--- src/rtl/ta_sync_pkg.sv ---
`default_nettype none
// ============================================================================
// Module  : ta_sync_pkg
// Brief   : Shared types, error codes and mask helper for the multi-channel
//           capture synchroniser.
// Revision: 1.0 - initial release
// ============================================================================
package ta_sync_pkg;

    // Widest channel mask the helper function accepts
    localparam int MAX_CH = 16;

    // Controller states
    typedef enum logic [2:0] {
        IDLE      = 3'd0,
        MRST      = 3'd1,
        WAIT_CMPT = 3'd2,
        CHECK     = 3'd3,
        LDD       = 3'd4,
        DONE      = 3'd5
    } state_e;

    // Error codes reported on err_code
    localparam logic [1:0] ERR_NONE  = 2'b00;
    localparam logic [1:0] ERR_TMO   = 2'b01;
    localparam logic [1:0] ERR_PHASE = 2'b10;

    // Index of the lowest set bit of a mask; 0 when the mask is empty
    function automatic int lowest_set(input logic [MAX_CH-1:0] mask);
        int idx;
        idx = 0;
        for (int i = MAX_CH - 1; i >= 0; i--) begin
            if (mask[i]) begin
                idx = i;
            end
        end
        return idx;
    endfunction

endpackage
`default_nettype wire

--- src/rtl/ta_sync_collect.sv ---
`default_nettype none
// ============================================================================
// Module  : ta_sync_collect
// Brief   : Per-channel completion flags and phase latches, with all-done,
//           missing-channel and phase-mismatch detection.
// Revision: 1.0 - initial release
// ============================================================================
module ta_sync_collect
    import ta_sync_pkg::*;
#(
    parameter int CH_NUM = 4,
    parameter int CAP0_1 = 2
) (
    input  logic                     clk50,
    input  logic                     rst,
    input  logic                     clr_i,        // clear completion flags
    input  logic                     sample_i,     // completions are sampled
    input  logic [CH_NUM-1:0]        en_i,         // latched channel enables
    input  logic [CH_NUM-1:0]        cap_cmpt_i,
    input  logic [CH_NUM*CAP0_1-1:0] cap_phase_i,
    output logic                     all_done_o,   // includes this cycle's hits
    output logic [CH_NUM-1:0]        missing_o,    // enabled, still not done
    output logic [CH_NUM-1:0]        mismatch_o    // phase differs from reference
);

    logic [CH_NUM-1:0] done_q;
    logic [CH_NUM-1:0] done_d;
    logic [CH_NUM-1:0] hit;
    logic [CAP0_1-1:0] phase_q [CH_NUM];
    logic [MAX_CH-1:0] mask16;
    logic [CAP0_1-1:0] ref_ph;
    int                ref_idx;

    // A completion only counts for enabled channels while sampling is open
    assign hit = sample_i ? (cap_cmpt_i & en_i) : '0;

    // Next-state of the done flags: cleared during memory reset, else sticky
    always_comb begin
        done_d = done_q | hit;
        if (clr_i) begin
            done_d = '0;
        end
    end

    // Done flag register
    always_ff @(posedge clk50) begin
        if (rst) begin
            done_q <= '0;
        end else begin
            done_q <= done_d;
        end
    end

    // Phase latches capture only on a channel's first completion
    always_ff @(posedge clk50) begin
        for (int i = 0; i < CH_NUM; i++) begin
            if (rst) begin
                phase_q[i] <= '0;
            end else if (hit[i] && !done_q[i]) begin
                phase_q[i] <= cap_phase_i[i*CAP0_1 +: CAP0_1];
            end
        end
    end

    // Completion summary, counting completions arriving this very cycle
    always_comb begin
        all_done_o = (((done_q | hit) & en_i) == en_i);
        missing_o  = en_i & ~(done_q | hit);
    end

    // Compare every enabled channel with the lowest-index enabled channel
    always_comb begin
        mask16               = '0;
        mask16[CH_NUM-1:0]   = en_i;
        ref_idx              = lowest_set(mask16);
        ref_ph               = '0;
        mismatch_o           = '0;
        for (int i = 0; i < CH_NUM; i++) begin
            if (i == ref_idx) begin
                ref_ph = phase_q[i];
            end
        end
        for (int i = 0; i < CH_NUM; i++) begin
            if (en_i[i] && (phase_q[i] != ref_ph)) begin
                mismatch_o[i] = 1'b1;
            end
        end
    end

endmodule
`default_nettype wire

--- src/rtl/ta_sync_mc.sv ---
`default_nettype none
// ============================================================================
// Module  : ta_sync_mc
// Brief   : Multi-channel capture synchroniser: accepts a capture request,
//           clears capture memory, waits for enabled channels to complete,
//           checks phase agreement, strobes merge and hands off to the loader.
// Revision: 1.0 - initial release
// ============================================================================
module ta_sync_mc
    import ta_sync_pkg::*;
#(
    parameter int CH_NUM  = 4,
    parameter int CAP0_1  = 2,
    parameter int RST_CYC = 16,
    parameter int TMO_W   = 20,
    parameter int TMO_CYC = 500000
) (
    input  logic                     clk50,
    input  logic                     rst,
    input  logic                     cap_trig,
    output logic                     capr_rdy,
    input  logic [CH_NUM-1:0]        ch_en,
    input  logic                     mode,
    input  logic [CH_NUM-1:0]        cap_cmpt,
    input  logic [CH_NUM*CAP0_1-1:0] cap_phase,
    input  logic                     stop,
    output logic                     mem_reset,
    output logic                     merge_en,
    output logic                     ldd_trig,
    input  logic                     lddr_rdy,
    output logic                     sync_err,
    output logic [1:0]               err_code,
    output logic [CH_NUM-1:0]        err_ch
);

    localparam int                 RCNT_W    = (RST_CYC > 1) ? $clog2(RST_CYC) : 1;
    localparam logic [RCNT_W-1:0]  RCNT_LAST = RCNT_W'(RST_CYC - 1);
    localparam logic [TMO_W-1:0]   TMO_LAST  = TMO_W'(TMO_CYC - 1);

    state_e              state_q;
    state_e              state_d;
    logic [RCNT_W-1:0]   rcnt_q;
    logic [TMO_W-1:0]    tmo_q;
    logic [CH_NUM-1:0]   en_q;
    logic                mode_q;
    logic                stop_q;
    logic                sync_err_q;
    logic [1:0]          err_code_q;
    logic [CH_NUM-1:0]   err_ch_q;

    logic                accept;
    logic                tmo_fire;
    logic                phase_fail;
    logic                all_done;
    logic [CH_NUM-1:0]   missing;
    logic [CH_NUM-1:0]   mismatch;

    ta_sync_collect #(
        .CH_NUM (CH_NUM),
        .CAP0_1 (CAP0_1)
    ) u_collect (
        .clk50       (clk50),
        .rst         (rst),
        .clr_i       (state_q == MRST),
        .sample_i    (state_q == WAIT_CMPT),
        .en_i        (en_q),
        .cap_cmpt_i  (cap_cmpt),
        .cap_phase_i (cap_phase),
        .all_done_o  (all_done),
        .missing_o   (missing),
        .mismatch_o  (mismatch)
    );

    // Next-state and strobe outputs; strobes are gated so reset dominates
    always_comb begin
        state_d    = state_q;
        accept     = 1'b0;
        tmo_fire   = 1'b0;
        phase_fail = 1'b0;
        capr_rdy   = 1'b0;
        mem_reset  = 1'b0;
        merge_en   = 1'b0;
        ldd_trig   = 1'b0;
        case (state_q)
            IDLE: begin
                capr_rdy = (ch_en != '0);
                if (cap_trig && (ch_en != '0)) begin
                    accept  = 1'b1;
                    state_d = MRST;
                end
            end
            MRST: begin
                mem_reset = 1'b1;
                if (rcnt_q == RCNT_LAST) begin
                    state_d = WAIT_CMPT;
                end
            end
            WAIT_CMPT: begin
                // Completion wins over a timeout landing in the same cycle
                if (all_done) begin
                    state_d = CHECK;
                end else if (tmo_q >= TMO_LAST) begin
                    tmo_fire = 1'b1;
                    state_d  = IDLE;
                end
            end
            CHECK: begin
                if (mismatch != '0) begin
                    phase_fail = 1'b1;
                    state_d    = IDLE;
                end else begin
                    merge_en = 1'b1;
                    state_d  = LDD;
                end
            end
            LDD: begin
                ldd_trig = 1'b1;
                if (lddr_rdy) begin
                    state_d = DONE;
                end
            end
            DONE: begin
                state_d = (mode_q && !stop_q && !stop) ? MRST : IDLE;
            end
            default: begin
                state_d = IDLE;
            end
        endcase
        if (rst) begin
            accept     = 1'b0;
            tmo_fire   = 1'b0;
            phase_fail = 1'b0;
            capr_rdy   = 1'b0;
            mem_reset  = 1'b0;
            merge_en   = 1'b0;
            ldd_trig   = 1'b0;
        end
    end

    // State register
    always_ff @(posedge clk50) begin
        if (rst) begin
            state_q <= IDLE;
        end else begin
            state_q <= state_d;
        end
    end

    // Counters, request context, stop flag and error reporting
    always_ff @(posedge clk50) begin
        if (rst) begin
            rcnt_q     <= '0;
            tmo_q      <= '0;
            en_q       <= '0;
            mode_q     <= 1'b0;
            stop_q     <= 1'b0;
            sync_err_q <= 1'b0;
            err_code_q <= ERR_NONE;
            err_ch_q   <= '0;
        end else begin
            sync_err_q <= 1'b0;

            if (accept) begin
                en_q       <= ch_en;
                mode_q     <= mode;
                stop_q     <= 1'b0;
                err_code_q <= ERR_NONE;
                err_ch_q   <= '0;
            end else if (mode_q && stop) begin
                stop_q <= 1'b1;
            end

            // Memory-reset length counter restarts on every MRST entry
            if ((state_q == MRST) && (state_d == MRST)) begin
                rcnt_q <= rcnt_q + 1'b1;
            end else begin
                rcnt_q <= '0;
            end

            // Timeout counter saturates rather than wrapping
            if (state_q == WAIT_CMPT) begin
                if (tmo_q != '1) begin
                    tmo_q <= tmo_q + 1'b1;
                end
            end else begin
                tmo_q <= '0;
            end

            if (tmo_fire) begin
                sync_err_q <= 1'b1;
                err_code_q <= ERR_TMO;
                err_ch_q   <= missing;
            end else if (phase_fail) begin
                sync_err_q <= 1'b1;
                err_code_q <= ERR_PHASE;
                err_ch_q   <= mismatch;
            end
        end
    end

    assign sync_err = sync_err_q;
    assign err_code = err_code_q;
    assign err_ch   = err_ch_q;

endmodule
`default_nettype wire

--- config.mk ---
export PLATFORM = sky130hd
export DESIGN_NAME = ta_sync_mc
export DESIGN_NICKNAME = d
export VERILOG_FILES = /design/src/rtl/ta_sync_pkg.sv /design/src/rtl/ta_sync_collect.sv /design/src/rtl/ta_sync_mc.sv
export SDC_FILE = /design/constraint.sdc
export NUM_CORES = 1
export LEC_CHECK = 0
export ABC_AREA = 1
export CORE_MARGIN = 2
export CORE_UTILIZATION = 45
export DETAILED_ROUTE_END_ITERATION = 8
export PLACE_DENSITY = 0.66
export SYNTH_ARGS = -nofsm -noshare
export SYNTH_HDL_FRONTEND = slang
export SYNTH_HIERARCHICAL = 1
export SYNTH_SLANG_ARGS = --single-unit
--- constraint.sdc ---
create_clock -name clk50 -period 2.7 [get_ports clk50]
set_input_delay 0.405 -clock clk50 [delete_from_list [all_inputs] [get_ports clk50]]
set_output_delay 0.405 -clock clk50 [all_outputs]
set_load 0.02 [all_outputs]
## Word-level counts from Yosys, hierarchy flattened

Memories as Yosys holds them, arrays and structs flattened.
Index checks and enable logic that the tools add are counted.

- Register bits after elaboration: 44
- Bits in writable memories: 8
- Input bits: 22
- Output and inout bits: 11
- Logic and storage cells: 138
- Memories: 1

Memory list:

| memory | depth | bits a word | read ports | clocked after Yosys merged registers in | wr ports | line | source |
|---|---|---|---|---|---|---|---|
| u_collect.phase_q | 4 | 2 | 4 | 0 | 4 | ta_sync_collect.sv:29 | `logic [CAP0_1-1:0] phase_q [CH_NUM];` |

- Add/subtract/negate cells: 2
- Order comparisons: 1
- Eq/ne operators: 16
- Mux-type cells: 66
- Bitwise gates (word level): 11
- Reduce and logical (&&, ||, !) cells: 30

Operator list:

| operator | count |
|---|---|
| 2-to-1 mux 1 bit | 41 |
| logical NOT 32 bit | 1 |
| 2-to-1 mux 2 bit | 14 |
| adder 20 x 1 -> 20 bit, second input constant | 1 |
| greater-or-equal comparator 20 x 19 -> 1 bit, second input constant | 1 |
| != test 20 bit, second input constant | 1 |
| 2-to-1 mux 3 bit | 6 |
| one-hot mux 3 bit (6 select lines) | 1 |
| 2-to-1 mux 4 bit | 4 |
| logical AND 1 bit | 13 |
| AND 4 bit | 3 |
| OR reduction 2 bit | 5 |
| != test 2 bit | 4 |
| nonzero test 4 bit | 2 |
| == test 3 x 1 -> 1 bit, second input constant | 2 |
| == test 3 x 2 -> 1 bit, second input constant | 2 |
| == test 3 bit, second input constant | 2 |
| logical NOT 1 bit | 6 |
| adder 4 x 1 -> 4 bit, second input constant | 1 |
| == test 2 bit, first input constant | 2 |
| == test 4 bit | 1 |
| == test 4 bit, second input constant | 1 |
| inverter 4 bit | 1 |
| bitwise OR 1 bit | 4 |
| other kinds (6) | 7 |

## Depth between registers and ports, before layout

- Word-level depth: 19
- Gate-level depth with buffers: 16
- Gate-level depth less buffers: 16

## Cells and area by module

The synthesis kept the hierarchy.

By module, submodules not included:

| module | times used | cells each | area an instance (um^2) | sequential area each (um^2) |
|---|---|---|---|---|
| ta_sync_mc | 1 | 298 | 2187.1 | 800.8 |
| ta_sync_collect | 1 | 124 | 838.3 | 320.3 |

## Worst setup path after synthesis

Ideal clock, no wire load.

- Kind: flip-flop to output port
- From: reg en_q[0]
- To: out merge_en
- Arrival time: 1.775 ns
- Setup slack: 0.520 ns
- Stages on the path, launching flop included: 13
- Buffers on the path: 0
- Path through: dfxtp_1 inv_1 nand2_1 nand2_1 nand3_2 nand3_2 nand2_1 nand2_1 nor2_1 nor2_1 nor4_1 inv_1 nor2_1

- Cells in the longest elaborated chain, start to end: 13
- Elaborated cells between the ends (all ways): 25
- Classes of those cells: eq/ne (7); mux (12); reduce/logical (6)

Ends and longest elaborated chain:

| what | line | source |
|---|---|---|
| start, declared | ta_sync_mc.sv:44 | `logic [CH_NUM-1:0] en_q;` |
| start signal, assigned | ta_sync_mc.sv:164 | `en_q <= ch_en;` |
| 2-to-1 mux 2 bit (*) | ta_sync_pkg.sv:33 | `if (mask[i]) begin` |
| logical NOT 32 bit | ta_sync_collect.sv:79 | `if (i == ref_idx) begin` |
| 2-to-1 mux 2 bit (3 in a row) | ta_sync_collect.sv:79 |  |
| 2-to-1 mux 2 bit (*) | ta_sync_collect.sv:79 |  |
| != test 2 bit (*) | ta_sync_collect.sv:84 | `if (en_i[i] && (phase_q[i] != ref_ph)) begin` |
| logical AND 1 bit (*) | ta_sync_collect.sv:84 |  |
| 2-to-1 mux 1 bit (*) | ta_sync_collect.sv:84 |  |
| net mismatch[1] | ta_sync_mc.sv:56 | `logic [CH_NUM-1:0] mismatch;` |
| nonzero test 4 bit (*) | ta_sync_mc.sv:108 | `if (mismatch != '0) begin` |
| 2-to-1 mux 1 bit (*) | ta_sync_mc.sv:108 |  |
| 2-to-1 mux 1 bit (*) | ta_sync_mc.sv:84 | `case (state_q)` |
| 2-to-1 mux 1 bit (*) | ta_sync_mc.sv:129 | `if (rst) begin` |
| end, declared | ta_sync_mc.sv:28 | `output logic merge_en,` |

The timed path passes the listed nets; every way through them passes the cells marked *.

## Worst setup path after layout

- From: reg en_q[1]
- To: out merge_en

- Cells in the longest elaborated chain, start to end: 14
- Elaborated cells between the ends (all ways): 26
- Classes of those cells: eq/ne (7); mux (13); reduce/logical (6)

Ends and longest elaborated chain:

| what | line |
|---|---|
| 2-to-1 mux 2 bit (2 in a row) | ta_sync_pkg.sv:33 |
| logical NOT 32 bit | ta_sync_collect.sv:79 |
| 2-to-1 mux 2 bit (4 in a row) | ta_sync_collect.sv:79 |
| != test 2 bit | ta_sync_collect.sv:84 |
| logical AND 1 bit (*) | ta_sync_collect.sv:84 |
| 2-to-1 mux 1 bit (*) | ta_sync_collect.sv:84 |
| net mismatch[1] | ta_sync_mc.sv:56 |
| nonzero test 4 bit (*) | ta_sync_mc.sv:108 |
| 2-to-1 mux 1 bit (*) | ta_sync_mc.sv:108 |
| 2-to-1 mux 1 bit (*) | ta_sync_mc.sv:84 |
| 2-to-1 mux 1 bit (*) | ta_sync_mc.sv:129 |

Marks and branches as above.

==> qor.yml <==
io_buffers: 32
ys_seq_area_share_pct: 37.1
cp-start-kind: "register"
cts_tree: "done"
cts-root-buf: "clkbuf_8"
rrSetupSlack_ns: 0.35
drc_errors: 0
nets: 491
post_synth.cell_area_avg_um2: 7.17
fin_crit_sh_pct: 95.5
netlist.area_leader.share_pct: 29.1
totalPowerFinal_mw: 1.50
cts.clk_slew.worst_paths_ns: 0.10
reg2reg_depth: 17
yosys-top-cells-area: "dfxtp_1 29%, inv_1 9.1%, nand2_1 8.4%"
pwr-share-clk_pct: 29.9
synth_area_leader_cell: "dfxtp_1"
die_w_um: 86.0
rsz0062_at_grt: "yes"
final_cell_mix: "72 x inv_1, 68 x nand2_1, 54 x nor2_1"
multiInputGateArea_mm2: 0.00161
p_sw_uw: 411
yosys.area_share.simple_pct: 37.1
dp.cells: 533
vias: 2772
min_from: "rcnt_q[0]"
viasPerCell: 5.09
synth_edf_count: 8
antenna_found_initial: 0
hold_depth: 1
syn-instance-count: 422
p_int_mw: 1.09
grt_use_total_pct: 19.5
maxCapViolCount: 0
die_height_um: 86.0
synth_compound_area_share_pct: 8.77
stdcell_count: 545
status: "finished, final reports clean"
area_growth_syn_to_layout_pct: 21.4
final_cell_area_mm2: 0.00367
async_flop_share_pct: 0
final_antenna_net_count: 0
synthAdderAreaFrac_pct: 0.827
clkLatencyLatePin_ns: 0.31
ys_ff_latch: 52
min_path_type: "reg -> reg"
power_frac_comb_pct: 15.9
drt-initial-drc-count: 122
arrival_ns: 2.17
grt_overflow_total: 0
critPathMaxFanout: 5
drive_gt1_share_pct: 18.2
synth_mux_area_share_pct: 0
hold_viol_final: 0
peakVddDrop_uv: 323
synth_top_flop_cell: "dfxtp_1"
reg2reg_from: "en_q[1]"
place_congestion: 0.865
synth_xor_area_share_pct: 4.05
dp_hpwl_um: 5240
seqCellArea_mm2: 0.00113
power.leakage_nw: 1.56
cp.required_ns: 2.30
grt_pass1_vias: 2567
post_dp_cell_area_mm2: 0.00346
layout_min_cycle_time_ns: 2.58
fin_skew_ns: 0.0114
firstDrtPassIters: 4
numCtsBuffers: 5
placementRows: 29
cts-htree-levels: 2
die_area_mm2: 0.00740
p_sw_share_pct: 27.4
seqPwrFrac_pct: 54.3
final_common_cell: "inv_1"
synth_top_family_by_area: "simple AND/OR/NAND/NOR gates"
fmax_mhz: 388
grt_max_degree: 17
synth_warnings: 6
synth_nets: 446
ioPinCount: 33
slew_violations: 0
cts.sink_count: 52
routed_wl_um: 6970
whs_ns: 0.458
core_area_mm2: 0.00642
endpoint_kind: "output pin"
setup_viol: 0
r2r-end: "err_ch[0]"
grt_first_pass_wirelength_um: 11600
crit_type: "reg -> out"
diodes: 0
netlist_area_mm2: 0.00303
fill_cells: 598
cellPowerDensity_mw_per_mm2: 409
start_util_pct: 47.1
worstHoldEndpoint: "rcnt_q[0]"
routedWlPerCell_um: 12.8
yosysUniqueCellTypes: 38
clockBufferDepth: 2
-- cell usage after synthesis, types with 6 or more instances --
master / number
inv_1: 73
nand2_1: 68
nor2_1: 56
dfxtp_1: 44
nand3_1: 26
nand4_1: 18
inv_2: 13
o21ai_1: 13
o21ai_0: 12
a21oi_1: 10
edfxtp_1: 8
xor2_1: 8
nand2_2: 7
nand3_2: 7
nor3_1: 7
xnor2_1: 6
-- area by class of cell --
class | count | area share [%]
sequential | 52 | 30.8
timing repair buffer | 43 | 11.3
clock inverter | 3 | 0.477
inverter | 87 | 9.03
multi-input combinational | 278 | 43.9
clock buffer | 5 | 1.87
tap | 77 | 2.62
-- worst max-delay path, cell delays in order (launching register included) --
cell	delay, ns
dfxtp_4	0.38
nor2_4	0.20
buf_12	0.15
nand3_4	0.10
nand4_1	0.10
nand2_1	0.07
nor2_1	0.10
nor2_1	0.07
nor4_2	0.27
buf_4	0.17
inv_4	0.04
nor2_4	0.10
buf_6	0.12
-- through the flow --
| stage | utilization (%) | setup TNS, ns | setup slack, ns |
|---|---|---|---|
| after floorplan | - | 0 | 0.520 |
| after global placement | 53.8 | 0 | 0.0141 |
| after detailed placement | 53.8 | -0.0192 | -0.0192 |
| after CTS | 55.2 | 0 | 0.0127 |
| after global routing | 57.2 | -0.0635 | -0.0635 |
| final | 57.2 | 0 | 0.121 |
-- registers in the layout, indices dropped and copies added, names as in the netlist, 2 cells and up --
name,cells
state_q,3
rcnt_q,4
err_ch,4
u_collect/phase_q,8
en_q,4
u_collect/done_q,4
err_code,2
tmo_q,20
-- per-layer routing --
metal	track usage, %	vias to the layer above	routed length (µm)
li1	-	1440	-
met1	25.9	1264	3170
met2	32.8	59	3440
met3	3.85	9	294
met4	4.47	0	74
met5	0	-	0
-- kinds of logic (layout without fill, tap and decap cells) --
logic type               count (synthesis)  count (layout)
other                                    1               1
AND/OR/NAND/NOR                        215             215
buffers and inverters                   92             138
AO/OA/AOI/OAI                           46              46
XOR/XNOR                                14              14
flip-flops                              52              52
adder cells (fa/ha/maj)                  2               2
-- power groups by stage --
stage	clock network [mW]	registers [mW]	logic (mW)
finish	0.449	0.815	0.238
floorplan	0	0.836	0.116
CTS	0.457	0.816	0.200
global placement	0	0.833	0.198
global route	0.489	0.818	0.264
detailed placement	0	0.833	0.199
-- how the worst max path moves through the flow --
stage / end / startpoint / cells after the start
after global routing: merge_en / en_q[1] / 13
after detailed placement: merge_en / en_q[0] / 14
final: merge_en / en_q[1] / 12
after floorplan: merge_en / en_q[0] / 12
after global placement: merge_en / en_q[0] / 14
after CTS: merge_en / en_q[3] / 12
-- timing repair --
item / 4_1_cts / 5_1_grt
pin swaps: 1 / 11
hold buffers: 0 / 0
setup buffers: 0 / 4
resized for setup: 4 / 22
setup endpoints to repair: 1 / 1
Power figures use the tool's default switching activity.
